[src/rtl/pipe_hazard_ctrl.sv]
// Pipeline hazard controller: stall/flush/hold control and operand forwarding.
// Optional PIPE_FORWARD_EN: forwarding on, only load-use hazards stall.
module pipe_hazard_ctrl #(
  parameter int RW = 4
) (
  input  logic          clk,
  input  logic          R,
  input  logic [RW-1:0] id_rn,
  input  logic [RW-1:0] id_rm,
  input  logic          id_use_rn,
  input  logic          id_use_rm,
  input  logic [RW-1:0] ex_rd,
  input  logic [RW-1:0] mem_rd,
  input  logic [RW-1:0] wb_rd,
  input  logic          ex_rf_le,
  input  logic          mem_rf_le,
  input  logic          wb_rf_le,
  input  logic          ex_load,
  input  logic          branch_taken,
  input  logic          mem_busy,
  output logic          pc_le,
  output logic          ifid_le,
  output logic          ifid_clr,
  output logic          idex_nop,
  output logic [1:0]    fwd_a,
  output logic [1:0]    fwd_b,
  output logic [1:0]    state,
  output logic [1:0]    stall_cnt
);

  typedef enum logic [1:0] {RUN = 2'b00, STALL = 2'b01, MEMW = 2'b10} state_e;

  localparam logic [RW-1:0] PC_REG = '1;

  state_e     state_q, state_d;
  logic [1:0] stall_cnt_q, stall_cnt_d;

  // The PC register is never a real producer, so it never matches.
  function automatic logic hit(input logic [RW-1:0] src, input logic use_src,
                               input logic [RW-1:0] dst, input logic le);
    return use_src && le && (src == dst) && (src != PC_REG);
  endfunction

  logic rn_ex, rn_mem, rn_wb, rm_ex, rm_mem, rm_wb;
  logic load_use, hazard;
  logic [1:0] fwd_a_raw, fwd_b_raw;

  assign rn_ex  = hit(id_rn, id_use_rn, ex_rd,  ex_rf_le);
  assign rn_mem = hit(id_rn, id_use_rn, mem_rd, mem_rf_le);
  assign rn_wb  = hit(id_rn, id_use_rn, wb_rd,  wb_rf_le);
  assign rm_ex  = hit(id_rm, id_use_rm, ex_rd,  ex_rf_le);
  assign rm_mem = hit(id_rm, id_use_rm, mem_rd, mem_rf_le);
  assign rm_wb  = hit(id_rm, id_use_rm, wb_rd,  wb_rf_le);

  assign load_use = ex_load && (rn_ex || rm_ex);

`ifdef PIPE_FORWARD_EN
  assign hazard = load_use;
  // Youngest producer wins.
  assign fwd_a_raw = rn_ex ? 2'b01 : rn_mem ? 2'b10 : rn_wb ? 2'b11 : 2'b00;
  assign fwd_b_raw = rm_ex ? 2'b01 : rm_mem ? 2'b10 : rm_wb ? 2'b11 : 2'b00;
`else
  // Without bypass paths every in-flight producer must drain first.
  assign hazard = load_use || rn_ex || rn_mem || rn_wb || rm_ex || rm_mem || rm_wb;
  assign fwd_a_raw = 2'b00;
  assign fwd_b_raw = 2'b00;
`endif

  always_comb begin
    pc_le       = 1'b1;
    ifid_le     = 1'b1;
    ifid_clr    = 1'b0;
    idex_nop    = 1'b0;
    fwd_a       = fwd_a_raw;
    fwd_b       = fwd_b_raw;
    state_d     = RUN;
    stall_cnt_d = 2'd0;
    if (R) begin
      pc_le    = 1'b0;
      ifid_le  = 1'b0;
      ifid_clr = 1'b1;
      idex_nop = 1'b1;
      fwd_a    = 2'b00;
      fwd_b    = 2'b00;
    end else if (mem_busy) begin
      pc_le       = 1'b0;
      ifid_le     = 1'b0;
      state_d     = MEMW;
      stall_cnt_d = stall_cnt_q;
    end else if (hazard) begin
      pc_le       = 1'b0;
      ifid_le     = 1'b0;
      idex_nop    = 1'b1;
      state_d     = STALL;
      stall_cnt_d = (stall_cnt_q == 2'd3) ? 2'd3 : stall_cnt_q + 2'd1;
    end else if (branch_taken) begin
      ifid_clr = 1'b1;
    end
  end

  always_ff @(posedge clk or posedge R) begin
    if (R) begin
      state_q     <= RUN;
      stall_cnt_q <= 2'd0;
    end else begin
      state_q     <= state_d;
      stall_cnt_q <= stall_cnt_d;
    end
  end

  assign state     = state_q;
  assign stall_cnt = stall_cnt_q;

endmodule

[config.mk]
export PLATFORM = sky130hd
export DESIGN_NAME = pipe_hazard_ctrl
export DESIGN_NICKNAME = d
export VERILOG_FILES = /design/src/rtl/pipe_hazard_ctrl.sv
export SDC_FILE = /design/constraint.sdc
export NUM_CORES = 1
export LEC_CHECK = 0
export CORE_MARGIN = 4
export CORE_UTILIZATION = 34
export CTS_BUF_LIST = sky130_fd_sc_hd__clkbuf_2 sky130_fd_sc_hd__clkbuf_4 sky130_fd_sc_hd__clkbuf_8
export CTS_CLUSTER_SIZE = 30
export DETAILED_ROUTE_END_ITERATION = 7
export MAX_ROUTING_LAYER = met4
export PLACE_DENSITY = 0.82
export RECOVER_POWER = 50
export SYNTH_ARGS = -nofsm -noshare
export SYNTH_HDL_FRONTEND = slang
export SYNTH_SLANG_ARGS = --single-unit
[constraint.sdc]
create_clock -name clk -period 1.8 [get_ports clk]
set_clock_uncertainty 0.1 [all_clocks]
set_input_delay 0.36 -clock clk [delete_from_list [all_inputs] [get_ports clk]]
set_output_delay 0.36 -clock clk [all_outputs]
set_load 0.02 [all_outputs]
=== Yosys cells after proc, flatten, opt, wreduce, memory -nomap -nowiden ===
Cells that the tools add are included.

* $add $sub $neg: 1
* Multipliers: 0
* Divide/modulo/power cells: 0
* Magnitude comparators: 0
* Eq/ne operators: 10
* Shift operators: 0
* Muxes and demuxes: 17
* Bitwise logic cells: 0
* Reductions and logical operators: 26

{| class="wikitable"
|+ Operators with widths
! operator !! number
|-
| 4-bit == test || 6
|-
| 1-bit logical AND || 19
|-
| 2-bit two-way mux || 6
|-
| 1-bit two-way mux || 11
|-
| 4-bit inequality test (second input constant) || 2
|-
| 1-bit logical OR || 7
|-
| 2-bit by 1-bit adder with 2-bit output (second input constant) || 1
|-
| 2-bit == test (second input constant) || 1
|-
| 2-bit inequality test (second input constant) || 1
|}

* Register bits: 4
* Bits in latches: 0
* Memory bits (writable): 0
* Memory bits (read-only): 0
* Input bits: 30
* Output and inout port bits: 12
* Memories: 0

=== Logic depth before layout (Yosys ltp) ===
Gate-level depths: netlist of run 1.

* Depth after elaboration: 14
* Gate-level depth with buffers: 7

=== Worst setup path before layout of run 1 ===
OpenSTA, ideal clock, no wires.

* Kind: input-to-output
* Start point: in id_rm[0]
* End point: out pc_le
* Arrival time: 1.688 ns
* Slack: -0.348 ns
* Stages: 7
* Path through: nand4_1 nand4_1 nor4_1 a31oi_1 o211ai_2 nor3_1 buf_4

* Longest elaborated chain between the ends: 14

{| class="wikitable"
|+ Ends and longest elaborated chain
! element !! line !! source
|-
| start, declared || 9 || <nowiki>input logic [RW-1:0] id_rm,</nowiki>
|-
| 4-bit == test || 41 || <nowiki>return use_src && le && (src == dst) && (src != PC_REG);</nowiki>
|-
| 1-bit logical AND (2 in a row) || 41 ||
|-
| 1-bit logical OR || 55 || <nowiki>assign load_use = ex_load && (rn_ex || rm_ex);</nowiki>
|-
| 1-bit logical AND || 55 ||
|-
| 1-bit logical OR (5 in a row) || 64 || <nowiki>assign hazard = load_use || rn_ex || rn_mem || rn_wb || rm_ex || rm_mem || rm_wb;</nowiki>
|-
| 1-bit logical OR * || 64 ||
|-
| 1-bit two-way mux * (3 in a row) || n/a ||
|-
| end, declared || 21 || <nowiki>output logic pc_le,</nowiki>
|}

Mark *: on every way between the ends. The rest lies on a longest branch, timed or not.

=== Worst setup path after layout of run 1 ===
* Start point: in id_rm[1]
* End point: out idex_nop

* Longest elaborated chain between the ends: 14

{| class="wikitable"
|+ Ends and longest elaborated chain
! element !! line !! source
|-
| 4-bit == test || 41 ||
|-
| 1-bit logical AND (2 in a row) || 41 ||
|-
| 1-bit logical OR || 55 ||
|-
| 1-bit logical AND || 55 ||
|-
| 1-bit logical OR (5 in a row) || 64 ||
|-
| 1-bit logical OR * || 64 ||
|-
| 1-bit two-way mux * || 90 || <nowiki>end else if (hazard) begin</nowiki>
|-
| 1-bit two-way mux * || 85 || <nowiki>end else if (mem_busy) begin</nowiki>
|-
| 1-bit two-way mux * || 78 || <nowiki>if (R) begin</nowiki>
|-
| end, declared || 24 || <nowiki>output logic idex_nop,</nowiki>
|}

Marks and branches as above.

==> qor.yml, run 1 <==
outcome:
  status: "complete, but fails checks"
  violations: "setup timing"
floorplanning:
  start_util: 0.3596
  die_w_um: 47.92
  num_rows: 14
  die_h_um: 47.92
  coreArea_sq_um: 1506
  io_pins: 42
  die_area_sq_um: 2296
layout:
  fillCellCount: 106
  area.growth.synth_to_final_pct: 115.9
  diodes: 0
  drive_gt1_frac: 0.5203
  num-nets-final: 155
  final_area_sq_um: 1170
routing:
  vias_per_cell: 4.921
  wire_per_inst_um: 15.75
  ant_nets: 0
  dr.first_iter.drc_count: 14
  drc: 0
  routed_wl_mm: 2.189
  vias: 684
  dr.pass1.iters: 4
power_and_ir_drop:
  internal-power_w: 0.0003088
  switching_share: 0.3439
  p_switching_w: 0.0001619
  power_frac_clock: 0.231
  total_power_w: 0.0004707
  p_seq_frac: 0.201
  ir_worst_vdd_v: 0.0003694
  comb_power_share: 0.568
  p_leak_nw: 0.5409
  p_per_area_nw_per_um2: 402.3
clock_tree:
  clk_pin_slew_ns: 0.03
  cts_max_level: 1
  clockBufferDepth: 2
  cts-buffers-inserted: 3
  cts_hold_buf: 0
  worstSkewPairLatency_ns: 0.23
  cts_tree: "built"
  clock-sinks: 4
  cts_root_buf: "clkbuf_4"
synth:
  synth_top_area_share: 0.2910
  synthTopCellsByArea: "xor2_1 29%, dfrtp_1 18%, xnor2_1 9.7%"
  synth_most_common_cell: "xor2_1"
  yosys.area.top_type: "xor2_1"
  synth-compound-area-share: 0.1270
  synth-main-ff-cell: "dfrtp_1"
  netlist_area_sq_um: 541.8
  synth_seq_cells: 4
  ys_warn_count: 0
  synth_mux_area_frac: 0
  synth_fa_ha_area_frac: 0
  synth_xor_area_frac: 0.3880
  ys_types: 23
  seq_area_frac_synth: 0.1848
  synth-edff-count: 0
  synth_top_family_by_area: "XOR/XNOR gates"
  syn_avg_cell_area_sq_um: 8.209
  async_flop_share: 1.000
  synth_cells: 66
  synth_commonest_cells: "18 x xor2_1, 6 x xnor2_1, 5 x buf_4"
  synth-simple-area-share: 0.2102
global_route:
  grt_start_max_net_pins: 6
  antenna_found_initial: 0
  grt_pass1_wl_mm: 2.939
  grt_pass1_vias: 683
  grt_use_total: 0.1908
  grt_overflow_total: 0
min_path:
  min_path_type: "reg2reg"
  min_from: "stall_cnt[0]$_DFFE_PP0N_"
critical_path:
  r2r_start: "stall_cnt[1]$_DFFE_PP0N_"
  r2r_cells: 2
  arrival_ns: 1.63
  cp_max_fo: 4
  worstSetupPathType: "in2out"
  endpoint: "idex_nop"
  r2r_slack_ns: 0.81
  startpoint_type: "primary input"
  rr_endpoint: "stall_cnt[0]$_DFFE_PP0N_"
  cp-end-kind: "primary output"
  crit_required_ns: 1.34
  critical_path.startpoint: "id_rm[1]"
sta:
  slew_viol_final: 0
  min_period_ns: 2.087
  tns_ns: -1.106
  period_share: 1.160
  timing.final.ws_setup_ns: -0.2874
  rsz0062_at_grt: "yes"
  fmax_mhz: 479.1
  hold_viol: 0
  setup_viol: 4
placed_design:
  dpl_cell_area_sq_um: 1020
  routabilityCongestion: 0.7952
  io_buffers: 36
  hpwl_mm: 1.612
job:
  cap_violations: 0
how the worst min path moves through the flow:
stage                                          end  cells past startpoint
after floorplan           stall_cnt[0]$_DFFE_PP0N_                      1
after global placement    stall_cnt[0]$_DFFE_PP0N_                      1
after detailed placement  stall_cnt[0]$_DFFE_PP0N_                      1
after CTS                 stall_cnt[0]$_DFFE_PP0N_                      1
after global routing      stall_cnt[0]$_DFFE_PP0N_                      1
final                     stall_cnt[0]$_DFFE_PP0N_                      1
state kept, by name, indices dropped and copies added, names as in the netlist:
signal     flops
stall_cnt      2
state          2
cells by family (layout without fill, tap and decap cells):
family                    after synthesis  after routing
xor gates and xnor gates               24             24
DFF                                     4              4
other                                   1              4
buffers and inverters                   7             61
AOI/OAI and AO/OA                       9              9
and+or+nand+nor                        21             21
timing repair:
item | in CTS | in global routing
cloned | 0 | 0
endpoints found under the setup margin | 7 | 5
gates resized for setup | 109 | 43
pin swaps | 21 | 18
setup buffers | 4 | 1
through the flow:
stage | instances | utilization | hold slack (ns) | setup slack [ns]
2_1_floorplan | 69 | - | 0.03299 | -0.04163
3_3_place_gp | 131 | 0.6769 | 0.4330 | -1.201
3_5_place_dp | 131 | 0.6769 | 0.4512 | -1.246
4_1_cts | 138 | 0.6811 | 0.4623 | -0.3253
5_1_grt | 139 | 0.7766 | 0.4869 | -0.3753
6_report | 139 | 0.7766 | 0.4588 | -0.2874
layer usage:
metal	up-vias	wire, um	global-route usage	share of wire
met5	-	0	-	0
met4	0	21	0.03226	0.0096
met3	2	77	0.03759	0.035
met2	21	1126	0.3298	0.51
met1	328	963	0.2296	0.44
li1	333	-	-	-
area by class of cell:
class | count | area [sq um] | area share
Clock buffer | 3 | 22.52 | 0.01925
Tap cell | 16 | 20.02 | 0.01711
Inverter | 2 | 7.507 | 0.006417
Sequential cell | 4 | 100.1 | 0.08556
Multi-Input combinational cell | 58 | 528.0 | 0.4513
Timing Repair Buffer | 56 | 491.7 | 0.4203
placed cells by master, fill, tap and decap left out, drive strengths merged:
master,instances
a21oi,1
and2,1
nand4,3
clkdlybuf4s15,3
conb,4
o21ai,1
a31oi,2
nand2b,1
o211ai,1
nor4,3
a32o,1
inv,2
nand2,4
nor3,4
clkdlybuf4s50,6
dlygate4sd2,3
xnor2,6
dfrtp,4
nand3,2
dlygate4sd3,1
nor2,3
o21a,1
a21o,2
xor2,18
buf,41
clkbuf,5
power groups by stage:
| stage | logic [W] | registers (W) | clock network [W] |
|---|---|---|---|
| final | 0.000267 | 0.0000945 | 0.000109 |
| after floorplan | 0.0000901 | 0.0000990 | 0 |
| after global placement | 0.000220 | 0.0000955 | 0 |
| after detailed placement | 0.000225 | 0.0000957 | 0 |
| after CTS | 0.000224 | 0.0000946 | 0.000113 |
| after global routing | 0.000284 | 0.0000947 | 0.000118 |
critical path, cell delays in order:
cell and delay, ns:
buf_8 0.11, xor2_2 0.18, nor4_4 0.29, a31oi_1 0.09
o211ai_2 0.23, buf_6 0.14, a21o_4 0.11, buf_6 0.11
No activity file was read; power rests on OpenSTA's default activity.
==> run 2, diff against run 1 <==
--- a/config.mk
+++ b/config.mk
@@ -8,9 +8,9 @@
 export CORE_MARGIN = 4
 export CORE_UTILIZATION = 34
 export CTS_BUF_LIST = sky130_fd_sc_hd__clkbuf_2 sky130_fd_sc_hd__clkbuf_4 sky130_fd_sc_hd__clkbuf_8
+export CTS_CLUSTER_DIAMETER = 30
 export CTS_CLUSTER_SIZE = 30
 export DETAILED_ROUTE_END_ITERATION = 7
-export MAX_ROUTING_LAYER = met4
 export PLACE_DENSITY = 0.82
 export RECOVER_POWER = 50
 export SYNTH_ARGS = -nofsm -noshare
==> results of run 2 <==
Same layout as run 1: the final DEF is identical, and so are final timing and power.
Among the figures that moved: final weighted congestion in routability-driven placement 0.7952 -> 0.7843; overall routing resource usage 0.1908 -> 0.1850
